<file path="config.mk">
export PLATFORM = sky130hd
export DESIGN_NAME = psa_search_ctrl
export DESIGN_NICKNAME = d
export VERILOG_FILES = /design/src/rtl/psa_search_ctrl.sv
export SDC_FILE = /design/constraint.sdc
export NUM_CORES = 1
export LEC_CHECK = 0
export ABC_AREA = 1
export ABC_CLOCK_PERIOD_IN_PS = 3500
export BUFFER_PORTS_ARGS = -buffer_cell sky130_fd_sc_hd__buf_4
export CAP_MARGIN = 20
export CELL_PAD_IN_SITES_DETAIL_PLACEMENT = 2
export CELL_PAD_IN_SITES_GLOBAL_PLACEMENT = 2
export CORE_ASPECT_RATIO = 2
export CORE_MARGIN = 2
export CORE_UTILIZATION = 33
export DETAILED_ROUTE_END_ITERATION = 6
export PLACE_DENSITY = 0.82
export SYNTH_ARGS = -nofsm -noshare
export SYNTH_HDL_FRONTEND = slang
export SYNTH_SLANG_ARGS = --single-unit
export TNS_END_PERCENT = 1
</file>
<file path="constraint.sdc">
create_clock -name CLK100MHZ -period 3.5 [get_ports CLK100MHZ]
set_clock_uncertainty 0.1 [all_clocks]
set_input_delay 0.35 -clock CLK100MHZ [delete_from_list [all_inputs] [get_ports CLK100MHZ]]
set_output_delay 0.35 -clock CLK100MHZ [all_outputs]
set_load 0.1 [all_outputs]
</file>
<file path="src/rtl/psa_search_ctrl.sv">
// Pattern search sequencer: walks a BRAM block one byte per READ/CMP pair (2 cycles/byte) and reports the first match.
// No backpressure: start/resume are accepted only when idle, and pattern writes are dropped while busy.
module psa_search_ctrl #(
  parameter int ADDR_W  = 8,
  parameter int DATA_W  = 8,
  parameter int MAX_PAT = 16
) (
  input  logic                         CLK100MHZ,
  input  logic                         reset,
  input  logic                         pat_wr_en,
  input  logic [$clog2(MAX_PAT)-1:0]   pat_wr_idx,
  input  logic [DATA_W-1:0]            pat_wr_data,
  input  logic [$clog2(MAX_PAT+1)-1:0] pat_len,
  input  logic [ADDR_W-1:0]            blk_base,
  input  logic [ADDR_W:0]              blk_len,
  input  logic                         start,
  input  logic                         resume,
  output logic                         busy,
  output logic                         done,
  output logic                         found,
  output logic                         err,
  output logic [ADDR_W-1:0]            match_addr,
  output logic                         mem_en,
  output logic [ADDR_W-1:0]            mem_addr,
  input  logic [DATA_W-1:0]            mem_dout
);

  localparam int IDX_W = $clog2(MAX_PAT);
  localparam int PL_W  = $clog2(MAX_PAT + 1);
  localparam int LEN_W = ADDR_W + 1;

  typedef enum logic [1:0] {IDLE, READ, CMP, DONE} state_t;

  state_t            state;
  logic [DATA_W-1:0] pat [MAX_PAT];
  logic [LEN_W-1:0]  cand;
  logic [PL_W-1:0]   j;
  logic [ADDR_W-1:0] base_q;
  logic [LEN_W-1:0]  len_q;
  logic [PL_W-1:0]   plen_q;

  logic              start_bad;
  logic [LEN_W-1:0]  last_cand;
  logic [LEN_W-1:0]  cand_inc;
  logic              last_byte;
  logic              byte_eq;

  assign start_bad = (pat_len == '0) || (pat_len > PL_W'(MAX_PAT)) ||
                     (LEN_W'(pat_len) > blk_len);
  // Legal starts guarantee plen_q <= len_q, so this never underflows.
  assign last_cand = len_q - LEN_W'(plen_q);
  assign cand_inc  = cand + LEN_W'(1);
  assign last_byte = (j == plen_q - PL_W'(1));
  assign byte_eq   = (mem_dout == pat[j[IDX_W-1:0]]);

  function automatic logic [ADDR_W-1:0] rd_addr(input logic [ADDR_W-1:0] b,
                                                input logic [LEN_W-1:0]  c,
                                                input logic [PL_W-1:0]   jj);
    logic [LEN_W-1:0] off;
    off = c + LEN_W'(jj);
    return b + off[ADDR_W-1:0];
  endfunction

  always_ff @(posedge CLK100MHZ) begin
    if (reset) begin
      for (int i = 0; i < MAX_PAT; i++) pat[i] <= '0;
    end else if (pat_wr_en && !busy) begin
      pat[pat_wr_idx] <= pat_wr_data;
    end
  end

  always_ff @(posedge CLK100MHZ) begin
    if (reset) begin
      state      <= IDLE;
      busy       <= 1'b0;
      done       <= 1'b0;
      found      <= 1'b0;
      err        <= 1'b0;
      match_addr <= '0;
      mem_en     <= 1'b0;
      mem_addr   <= '0;
      cand       <= '0;
      j          <= '0;
      base_q     <= '0;
      len_q      <= '0;
      plen_q     <= '0;
    end else begin
      case (state)
        IDLE, DONE: begin
          if (start) begin
            base_q <= blk_base;
            len_q  <= blk_len;
            plen_q <= pat_len;
            cand   <= '0;
            j      <= '0;
            found  <= 1'b0;
            if (start_bad) begin
              state <= DONE;
              done  <= 1'b1;
              err   <= 1'b1;
            end else begin
              state    <= READ;
              busy     <= 1'b1;
              done     <= 1'b0;
              err      <= 1'b0;
              mem_en   <= 1'b1;
              mem_addr <= blk_base;
            end
          end else if (state == DONE && resume && found) begin
            found <= 1'b0;
            cand  <= cand_inc;
            j     <= '0;
            // Out of candidates: done is re-asserted in the same edge.
            if (cand_inc > last_cand) begin
              done <= 1'b1;
            end else begin
              state    <= READ;
              busy     <= 1'b1;
              done     <= 1'b0;
              mem_en   <= 1'b1;
              mem_addr <= rd_addr(base_q, cand_inc, '0);
            end
          end
        end

        READ: begin
          mem_en <= 1'b0;
          state  <= CMP;
        end

        CMP: begin
          if (byte_eq && last_byte) begin
            state      <= DONE;
            busy       <= 1'b0;
            done       <= 1'b1;
            found      <= 1'b1;
            match_addr <= base_q + cand[ADDR_W-1:0];
          end else if (byte_eq) begin
            j        <= j + PL_W'(1);
            state    <= READ;
            mem_en   <= 1'b1;
            mem_addr <= rd_addr(base_q, cand, j + PL_W'(1));
          end else begin
            j    <= '0;
            cand <= cand_inc;
            if (cand_inc > last_cand) begin
              state <= DONE;
              busy  <= 1'b0;
              done  <= 1'b1;
              found <= 1'b0;
            end else begin
              state    <= READ;
              mem_en   <= 1'b1;
              mem_addr <= rd_addr(base_q, cand_inc, '0);
            end
          end
        end

        default: state <= IDLE;
      endcase
    end
  end

endmodule

</file>
# Word level (Yosys, flattened, before mapping)
# Memories as Yosys holds them, arrays and structs flattened. A register that Yosys moved wholly into a read port is not among the register bits.
# Index checks and enable logic that the tools add are counted.
# totals
mem_bits_rw	128
register_bits	59
output_inout_bits	21
in_bits	47
elab_cells	119
n_memories	1
# memory_table
name	words	word_bits	read_ports	rd_ports_with_merged_regs	wr	line_no	rtl
pat	16	8	1	1	16	35	logic [DATA_W-1:0] pat [MAX_PAT];
# op_classes
n_lt_le_gt_ge	3
reduce_logical	21
n_eq_ne	12
mux	61
addsub	8
# ops
cell	count
8-bit 2-to-1 mux	7
9-bit 2-to-1 mux	4
1-bit 2-to-1 mux	28
8-bit adder	3
5-bit 2-to-1 mux	4
9-bit case mux with 2 select lines	1
8-bit case mux with 2 select lines	1
3-bit != test, second input constant	5
2-bit 2-to-1 mux	7
4-bit 2-to-1 mux	3
4-bit AND reduction	3
5-bit case mux with 2 select lines	1
9-bit by 1-bit adder with 9-bit output, second input constant	1
5-bit by 9-bit > comparator with 1-bit output	1
9-bit > comparator	1
9-bit by 5-bit subtractor with 9-bit output	1
8-bit by 5-bit adder with 8-bit output	1
8-bit == test	1
8-bit OR reduction	1
1-bit case mux with 2 select lines	3
2-bit case mux with 3 select lines	1
2-bit AND reduction	3
3-bit AND reduction	2
6-bit AND reduction	1
other kinds (15)	21

# Longest topological paths before layout
# Gate-level depths: netlist of run 1.
# logic_depth
word_depth	8
depth_mapped	23
mapped_depth_nobuf	22

# Worst setup path before layout of run 1
# OpenSTA, ideal clock, no wires.
# synth_timing
kind	register to register
startpoint	register len_q[0]
endpoint	register mem_addr[0]
period_less_slack_ns	3.435
stages_incl_launch_ff	21
t_arrival_ns	3.223
slack_ns	0.065
setup_time_ns	0.111
required_time_ns	3.289
n_path_buf	1
cell_sequence	dfxtp_1 inv_1 ha_1 fa_1 inv_1 a31oi_1 o21ai_0 nor3_1 xnor2_1 ha_1 nand2_1 or4_1 nand2_1 clkbuf_1 nand2_1 o21ai_0 nand2_1 o211ai_1 nand2_1 nor2_1 nor2_1
# synth_between
elab_chain_len	6
word_cells_on_any_way	8
cone_classes	add/sub: 1; order compare: 1; mux: 6
# synth_lines
element	line_no	rtl
start, declared	39	logic [LEN_W-1:0] len_q;
start signal, assigned	92	len_q <= blk_len;
9-bit by 5-bit subtractor with 9-bit output (*)	51	assign last_cand = len_q - LEN_W'(plen_q);
9-bit > comparator (*)	114, 146	
8-bit 2-to-1 mux (*)	n/a	
8-bit 2-to-1 mux, on equally long branches (2 in series)	n/a	
8-bit case mux with 2 select lines (*)	n/a	
end signal, assigned	107	mem_addr <= blk_base;
end signal, assigned	121	mem_addr <= rd_addr(base_q, cand_inc, '0);
end signal, assigned	142	mem_addr <= rd_addr(base_q, cand, j + PL_W'(1));
end, declared	24	output logic [ADDR_W-1:0] mem_addr,
# Every way passes the cells marked *; elsewhere a longest branch is shown, timed or not. The select of a mux whose other input is x is not followed.
# A chain may end at the register's enable or synchronous reset.

# Worst setup path after layout of run 1
# layout_timing
startpoint	register len_q[0]
endpoint	register mem_addr[3]
# The elaborated chain is that of the path after synthesis.

==> results of run 1 <==
[area by class of cell]
type,instances,area [µm²],share of cell area (%)
sequential,191,5110,39.6
multi-input combinational,923,4990,38.7
clock inverter,15,188,1.45
tap,432,541,4.19
timing repair buffer,121,978,7.58
clock buffer,17,425,3.30
inverter,177,669,5.19
[how the worst max path moves through the flow]
stage,endpoint,slack (ns),depth (start not counted)
3_5_place_dp,mem_addr[3],-0.29,20
2_1_floorplan,mem_addr[0],0.07,20
6_report,mem_addr[3],-0.21,20
5_1_grt,mem_addr[3],-0.33,24
4_1_cts,mem_addr[3],-0.17,24
3_3_place_gp,mem_addr[7],-0.07,20
[worst register-to-register path, delay by kind of cell (launching register included)]
kind / cells / cell delay (ns)
adder cells (fa/ha/maj): 3 / 0.88
flip-flops: 1 / 0.35
AND/OR/NAND/NOR: 8 / 1.20
XOR/XNOR: 1 / 0.15
AO/OA/AOI/OAI: 4 / 0.59
buffers and inverters: 4 / 0.32
[cells by family after synthesis]
logic type / after synthesis / share of synthesized area [%]
AND/OR/NAND/NOR: 672 / 26.0
buffers and inverters: 232 / 8.85
flip-flops: 191 / 47.0
AO/OA/AOI/OAI: 155 / 7.83
adder cells (fa/ha/maj): 56 / 7.14
XOR/XNOR: 40 / 3.23
[per-layer routing]
layer  part of all wire [%]  track usage (%)  up-vias
met3                    2.1             3.40      130
met4                    7.3             16.2        0
li1                       -                -     4514
met5                      0                0        -
met2                     58             49.4      215
met1                     33             21.1     4834
[sequential cells by signal, indices dropped and copies added, names as in the netlist, 2 cells and up, named ones only]
register and cells:
j 5, len_q 9, cand 9, base_q 8
mem_addr 8, match_addr 8, plen_q 5, state 2
pat 128
[power groups by stage]
stage / clock network, mW / registers (mW) / logic [mW]
finish: 2.10 / 2.90 / 4.99
global route: 2.21 / 2.93 / 5.41
CTS: 2.14 / 2.90 / 4.61
detailed placement: 0 / 2.93 / 4.21
global placement: 0 / 2.92 / 3.96
floorplan: 0 / 3.28 / 2.28
[cells in the mapped netlist (10+ instances only)]
cell / instances / area share, %
dfxtp_1: 63 / 12
xnor2_1: 10 / 0.81
nand2_1: 307 / 11
nor3_1: 15 / 0.69
o211ai_1: 11 / 0.76
o21ai_0: 56 / 2.6
edfxtp_1: 128 / 35
xor2_1: 30 / 2.4
clkbuf_1: 24 / 0.83
ha_1: 46 / 5.3
nand3_1: 116 / 5.3
fa_1: 10 / 1.8
buf_2: 16 / 0.74
a21oi_1: 67 / 3.1
nor2_1: 210 / 7.3
inv_1: 173 / 6.0
[what timing repair did]
item / CTS / global route
gates resized for setup: 38 / 31
setup endpoints to repair: 14 / 14
buffers inserted: 4 / 2
pin swaps: 15 / 23
[metrics by stage]
stage	setup slack, ns	hold slack (ns)	power, mW	cells
2_1_floorplan	0.0654	0.335	5.56	1346
3_3_place_gp	-0.0670	0.351	6.87	1839
3_5_place_dp	-0.294	0.357	7.14	1839
4_1_cts	-0.173	0.0233	9.65	1875
5_1_grt	-0.331	0.0387	10.6	1876
6_report	-0.207	0.0499	9.99	1876
==> metrics.md, run 1 <==
| Metric | Value |
|---|---|
| Largest net degree at the start of global routing | 71 |
| Ports | 68 |
| Count of final hold-check violations | 0 |
| Worst hold start | blk_len[7] |
| Placed inst area | 12000 µm² |
| Util after Layout | 39.5% |
| Initial Utilization | 33.2% |
| Min-Delay Endpoint | len_q[7] |
| Antenna violations before repair | 0 |
| Syn Inst Count | 1346 |
| Clk Latency, worst-skew pair | 0.47 ns |
| Internal | 5.56 mW |
| Psw | 4.44 mW |
| RSZ-0062 raised after global routing | true |
| Pleak | 5.87 nW |
| Failing checks | setup timing |
| Worst slew pin tran | 0.929 ns |
| Comb pwr share | 49.9% |
| HP Class | input port to register |
| Pwr dens | 775 nW/µm² |
| Worst reg-to-reg path cell count | 20 |
| Final nets | 1534 |
| Wirelength per Cell | 21.8 µm |
| Die area | 34500 µm² |
| Post-route cell area | 12900 µm² |
| Top FF cell, synth | edfxtp_1 |
| Worst setup path start | len_q[0] |
| Setup TNS | -0.876 ns |
| Syn nets | 1449 |
| Delay-heaviest family, CP | simple AND/OR/NAND/NOR gates |
| Unique masters post-synth | 42 |
| Max Buffers Root-to-Sink | 2 |
| Gr usage total | 24.1% |
| Initial DRC count | 496 |
| Register-to-Register Setup Slack | -0.21 ns |
| Fillers | 3770 |
| Reg2reg end | mem_addr[3] |
| Reg2Reg Launch Point | len_q[0] |
| Antenna viol nets, final | 0 |
| CTS tree | done |
| Crit path time final | 3.71 ns |
| Worst Slack Setup Final | -0.207 ns |
| Crit-path max cell delay | 0.55 ns |
| Most frequent cells in the layout | 300 x nand2_1, 209 x nor2_1, 167 x inv_1 |
| Vias | 9693 |
| Chip height | 261 µm |
| Vias in the first global route | 11000 |
| Worst hold path depth | 3 |
| Most common cell after layout, fill and taps aside | nand2_1 |
| MaxCap Viol Count | 0 |
| CP Launch Type | register |
| Root buf cell | clkbuf_16 |
| DIE WIDTH | 132 µm |
| Crit path DAT | 3.96 ns |
| Vias per cell | 5.17 |
| DRT Pass-1 Iters | 6 |
| Synth Register Bits | 191 |
| Crit path max fanout | 7 |
| Fmax | 270 MHz |
| CTS H-tree depth | 4 |
| Synthesized area per cell | 8.07 µm² |
| Reg power frac | 29.1% |
| Post-synth ARST share | 0% |
| Worst EP required | 3.75 ns |
| Row count | 94 |
| Sequential area share after synthesis | 47.0% |
| Switching share of power | 44.4% |
| First-pass GRT wire length | 62.4 mm |
| Final setup violation count | 10 |
| Core Area | 32700 µm² |
| Area growth, synth to finish | 18.8% |
| Final Slew Violations | 0 |
| Post-synth EDFFs | 128 |
| DRC errors left | 0 |
| Crit-path cells | inv_2 -> ha_4 -> fa_2 -> inv_2 -> a31oi_4 -> o21ai_2 -> nor3_2 -> xnor2_1 -> ha_1 -> nand2_2 -> or4_4 -> nand2_4 -> inv_4 -> buf_12 -> o21ai_4 -> nand2_2 -> o211ai_1 -> nand2_1 -> nor2_1 -> nor2_1 |
| Routability cong. | 0.853 |
| CP Class | register to register |
| Diode count | 0 |
| YS warnings | 0 |
| Routed wire length | 40.9 mm |
| Crit-path slowest cell | or4_4 |
| Status | complete, but fails checks |
| Post-DP HPWL | 30.0 mm |
| Critical Path Sink Type | register |
| CP bufs+invs | 4 |
| Layout cell share with drive strength beyond 1 | 15.2% |
| GRT overflow | 0 |
| CTS Hold Bufs | 0 |
| Buffers on Ports | 67 |
| Clock power frac | 21.0% |
| CTS clk-pin slew, worst paths | 0.08 ns |
| Synthesized area | 10900 µm² |
| Tcrit/Tclk final | 106% |
| CTS Sinks | 191 |
| Inserted Clock Buffers | 17 |
| Max transition margin | 38.0% |
| Maximum VDD drop | 0.566 mV |
Power figures use the tool's default switching activity.
==> run 2: changes to the inputs <==
--- a/config.mk
+++ b/config.mk
@@ -16,6 +16,8 @@
 export CORE_UTILIZATION = 33
 export DETAILED_ROUTE_END_ITERATION = 6
 export PLACE_DENSITY = 0.82
+export SETUP_SLACK_MARGIN = 0.5
+export SLEW_MARGIN = 10
 export SYNTH_ARGS = -nofsm -noshare
 export SYNTH_HDL_FRONTEND = slang
 export SYNTH_SLANG_ARGS = --single-unit
==> run 2 against run 1 <==
The flow now finishes without violations. Die area is the same. Wire length fell by 2.1%. First-iteration DRC count is 28% lower. Largest cell class unchanged. Largest power group unchanged.
==> metrics.md, run 2 (synthesis gave the netlist of run 1 again) <==
| Metric | Value |
|---|---|
| Worst slew pin tran | 0.933 ns (+0.00453 ns) |
| Clk Latency, worst-skew pair | 0.47 ns (about the same) |
| Crit path DAT | 3.67 ns (-0.29 ns) |
| CP Launch Type | register |
| CP Class | register to register |
| Layout cell share with drive strength beyond 1 | 15.1% (-0.017 points) |
| Critical Path Sink Type | register |
| Crit path time final | 3.41 ns (-0.299 ns) |
| Setup TNS | 0 ns (+0.876 ns) |
| Die area | 34500 µm² (unchanged) |
| CTS Sinks | 191 (unchanged) |
| DIE WIDTH | 132 µm (unchanged) |
| Initial Utilization | 33.2% (unchanged) |
| Antenna viol nets, final | 0 (unchanged) |
| Max Buffers Root-to-Sink | 2 (unchanged) |
| Root buf cell | clkbuf_16 |
| Crit path max fanout | 8 (+1) |
| Worst reg-to-reg path cell count | 19 (-5.0%) |
| Antenna violations before repair | 0 (unchanged) |
| Initial DRC count | 358 (-28%) |
| Reg2reg end | busy |
| GRT Max-Usage Layer | met2 |
| Ports | 68 (unchanged) |
| Reg2Reg Launch Point | plen_q[1] |
| Maximum VDD drop | 0.636 mV (+12%) |
| MaxCap Viol Count | 0 (unchanged) |
| Vias | 9568 (-1.3%) |
| Fillers | 3846 (+2.0%) |
| DRC errors left | 0 (unchanged) |
| Final Slew Violations | 0 (unchanged) |
| Routability cong. | 0.905 (+6.1%) |
| Routed wire length | 40.0 mm (-2.1%) |
| Status | finished, final reports clean |
| Vias per cell | 5.11 (-1.0%) |
| DRT Pass-1 Iters | 4 (-2) |
| Met1 Use GR | 20.3% (-0.80 points) |
| CP Capture Point | busy |
| Count of final hold-check violations | 0 (unchanged) |
| CTS clk-pin slew, worst paths | 0.08 ns (about the same) |
| Most frequent cells in the layout | 300 x nand2_1, 207 x nor2_1, 167 x inv_1 |
| Worst EP required | 3.76 ns (about the same) |
| Tcrit/Tclk final | 97.4% (-8.5 points) |
| Gr usage total | 23.8% (-0.36 points) |
| Most common cell after layout, fill and taps aside | nand2_1 |
| Largest Register | pat |
| Inserted Clock Buffers | 17 (unchanged) |
| Row count | 94 (unchanged) |
| GRT overflow | 0 (unchanged) |
| Pwr dens | 743 nW/µm² (-4.0%) |
| Buffers on Ports | 67 (unchanged) |
| Final nets | 1529 (-0.33%) |
| Register-to-Register Setup Slack | 0.09 ns (+0.30 ns) |
| Area growth, synth to finish | 18.5% |
| Final setup violation count | 0 (-10) |
| First-pass GRT wire length | 61.3 mm (-1.9%) |
| RSZ-0062 raised after global routing | true |
| Grt met2 use | 51.1% (+1.7 points) |
| Diode count | 0 (unchanged) |
| Vias in the first global route | 11100 (+0.88%) |
| Largest net degree at the start of global routing | 59 (-17%) |
| CTS H-tree depth | 4 (unchanged) |
| Post-DP HPWL | 30.6 mm (+1.8%) |
| HP Class | input port to register |
| CTS tree | done |
| GR Layer Usage met3 | 2.95% (-0.45 points) |
| Worst setup path start | plen_q[1] |
| Chip height | 261 µm (unchanged) |
| Fmax | 293 MHz (+8.8%) |
| Wirelength per Cell | 21.4 µm (-1.9%) |
| Max transition margin | 37.7% (-0.30 points) |
| Largest regs | pat (128), cand (9), len_q (9) |
| Hold Slack | 0.0386 ns (-0.0113 ns) |
| Max FFs per register | 128 (unchanged) |
| Pleak | 5.84 nW (-0.48%) |
| Core Area | 32700 µm² (unchanged) |
==> run 2: cell types whose count changed in the layout (fill, tap and decap cells not counted), sizes merged <==
cell	change
buf	-5
bufinv	-2
clkinv	+5
clkinvlp	-1
inv	-2
==> run 2: layer usage <==
layer | vias to the layer above | part of all wire (%)
met5 | - | 0
met4 | 0 | 5.3
met3 | 91 | 1.7
met2 | 172 | 61
met1 | 4801 | 32
li1 | 4504 | -
==> run 2: repair_timing <==
item | CTS | global route
gates resized for setup | 30 | 32
pin swaps | 17 | 12
endpoints found under the setup margin | 33 | 38
setup buffers | 3 | 0
hold buffers | 0 | 0
==> run 2: through the flow <==
| step | area [µm²] | utilization, % | worst slack (ns) | instances | total power [mW] |
|---|---|---|---|---|---|
| after floorplan | 10900 | - | 0.365 | 1346 | 5.70 |
| after global placement | 12100 | 36.9 | 0.0650 | 1836 | 6.83 |
| after detailed placement | 12100 | 36.9 | -0.191 | 1836 | 7.10 |
| after CTS | 12800 | 39.0 | 0.0958 | 1871 | 9.43 |
| after global routing | 12900 | 39.4 | -0.0988 | 1871 | 10.1 |
| final | 12900 | 39.4 | 0.0922 | 1871 | 9.57 |
==> run 2: cell type report <==
class                      instances  area (µm²)  area share (%)
clock buffer                      17         425            3.30
sequential                       191        5120            39.7
clock inverter                    15         183            1.42
inverter                         177         677            5.26
tap                              432         541            4.20
multi-input combinational        923        5010            39.0
timing repair buffer             116         916            7.12
==> run 2: worst min path at each step <==
| stage | start | to | slack (ns) | depth (start not counted) |
|---|---|---|---|---|
| 2_1_floorplan | len_q[0] | len_q[0] | 0.34 | 2 |
| 3_3_place_gp | match_addr[7] | match_addr[7] | 0.34 | 2 |
| 3_5_place_dp | match_addr[7] | match_addr[7] | 0.35 | 2 |
| 4_1_cts | blk_len[7] | len_q[7] | 0.02 | 3 |
| 5_1_grt | blk_len[7] | len_q[7] | 0.05 | 3 |
| 6_report | blk_len[7] | len_q[7] | 0.04 | 3 |
==> run 2: report_power, final <==
group	leakage, nW	switching (mW)	internal, mW
sequential	1.84	0.231	2.66
clock	0.297	1.06	0.971
combinational	3.70	3.05	1.60
total	5.84	4.34	5.23
==> run 2: worst max-delay path, stage by stage, from the launching register on <==
cell	delay, ns
dfxtp_4	0.37
inv_2	0.06
ha_2	0.27
nand2_1	0.11
o21ai_2	0.07
a21o_1	0.17
a21oi_2	0.18
nand3_1	0.11
xor2_1	0.17
ha_1	0.30
nand2_2	0.09
or4_4	0.47
nand2_8	0.14
inv_8	0.06
o21ai_2	0.18
nand2_2	0.09
nor2_2	0.10
nand3_2	0.10
nor2_1	0.12
nor2_1	0.06
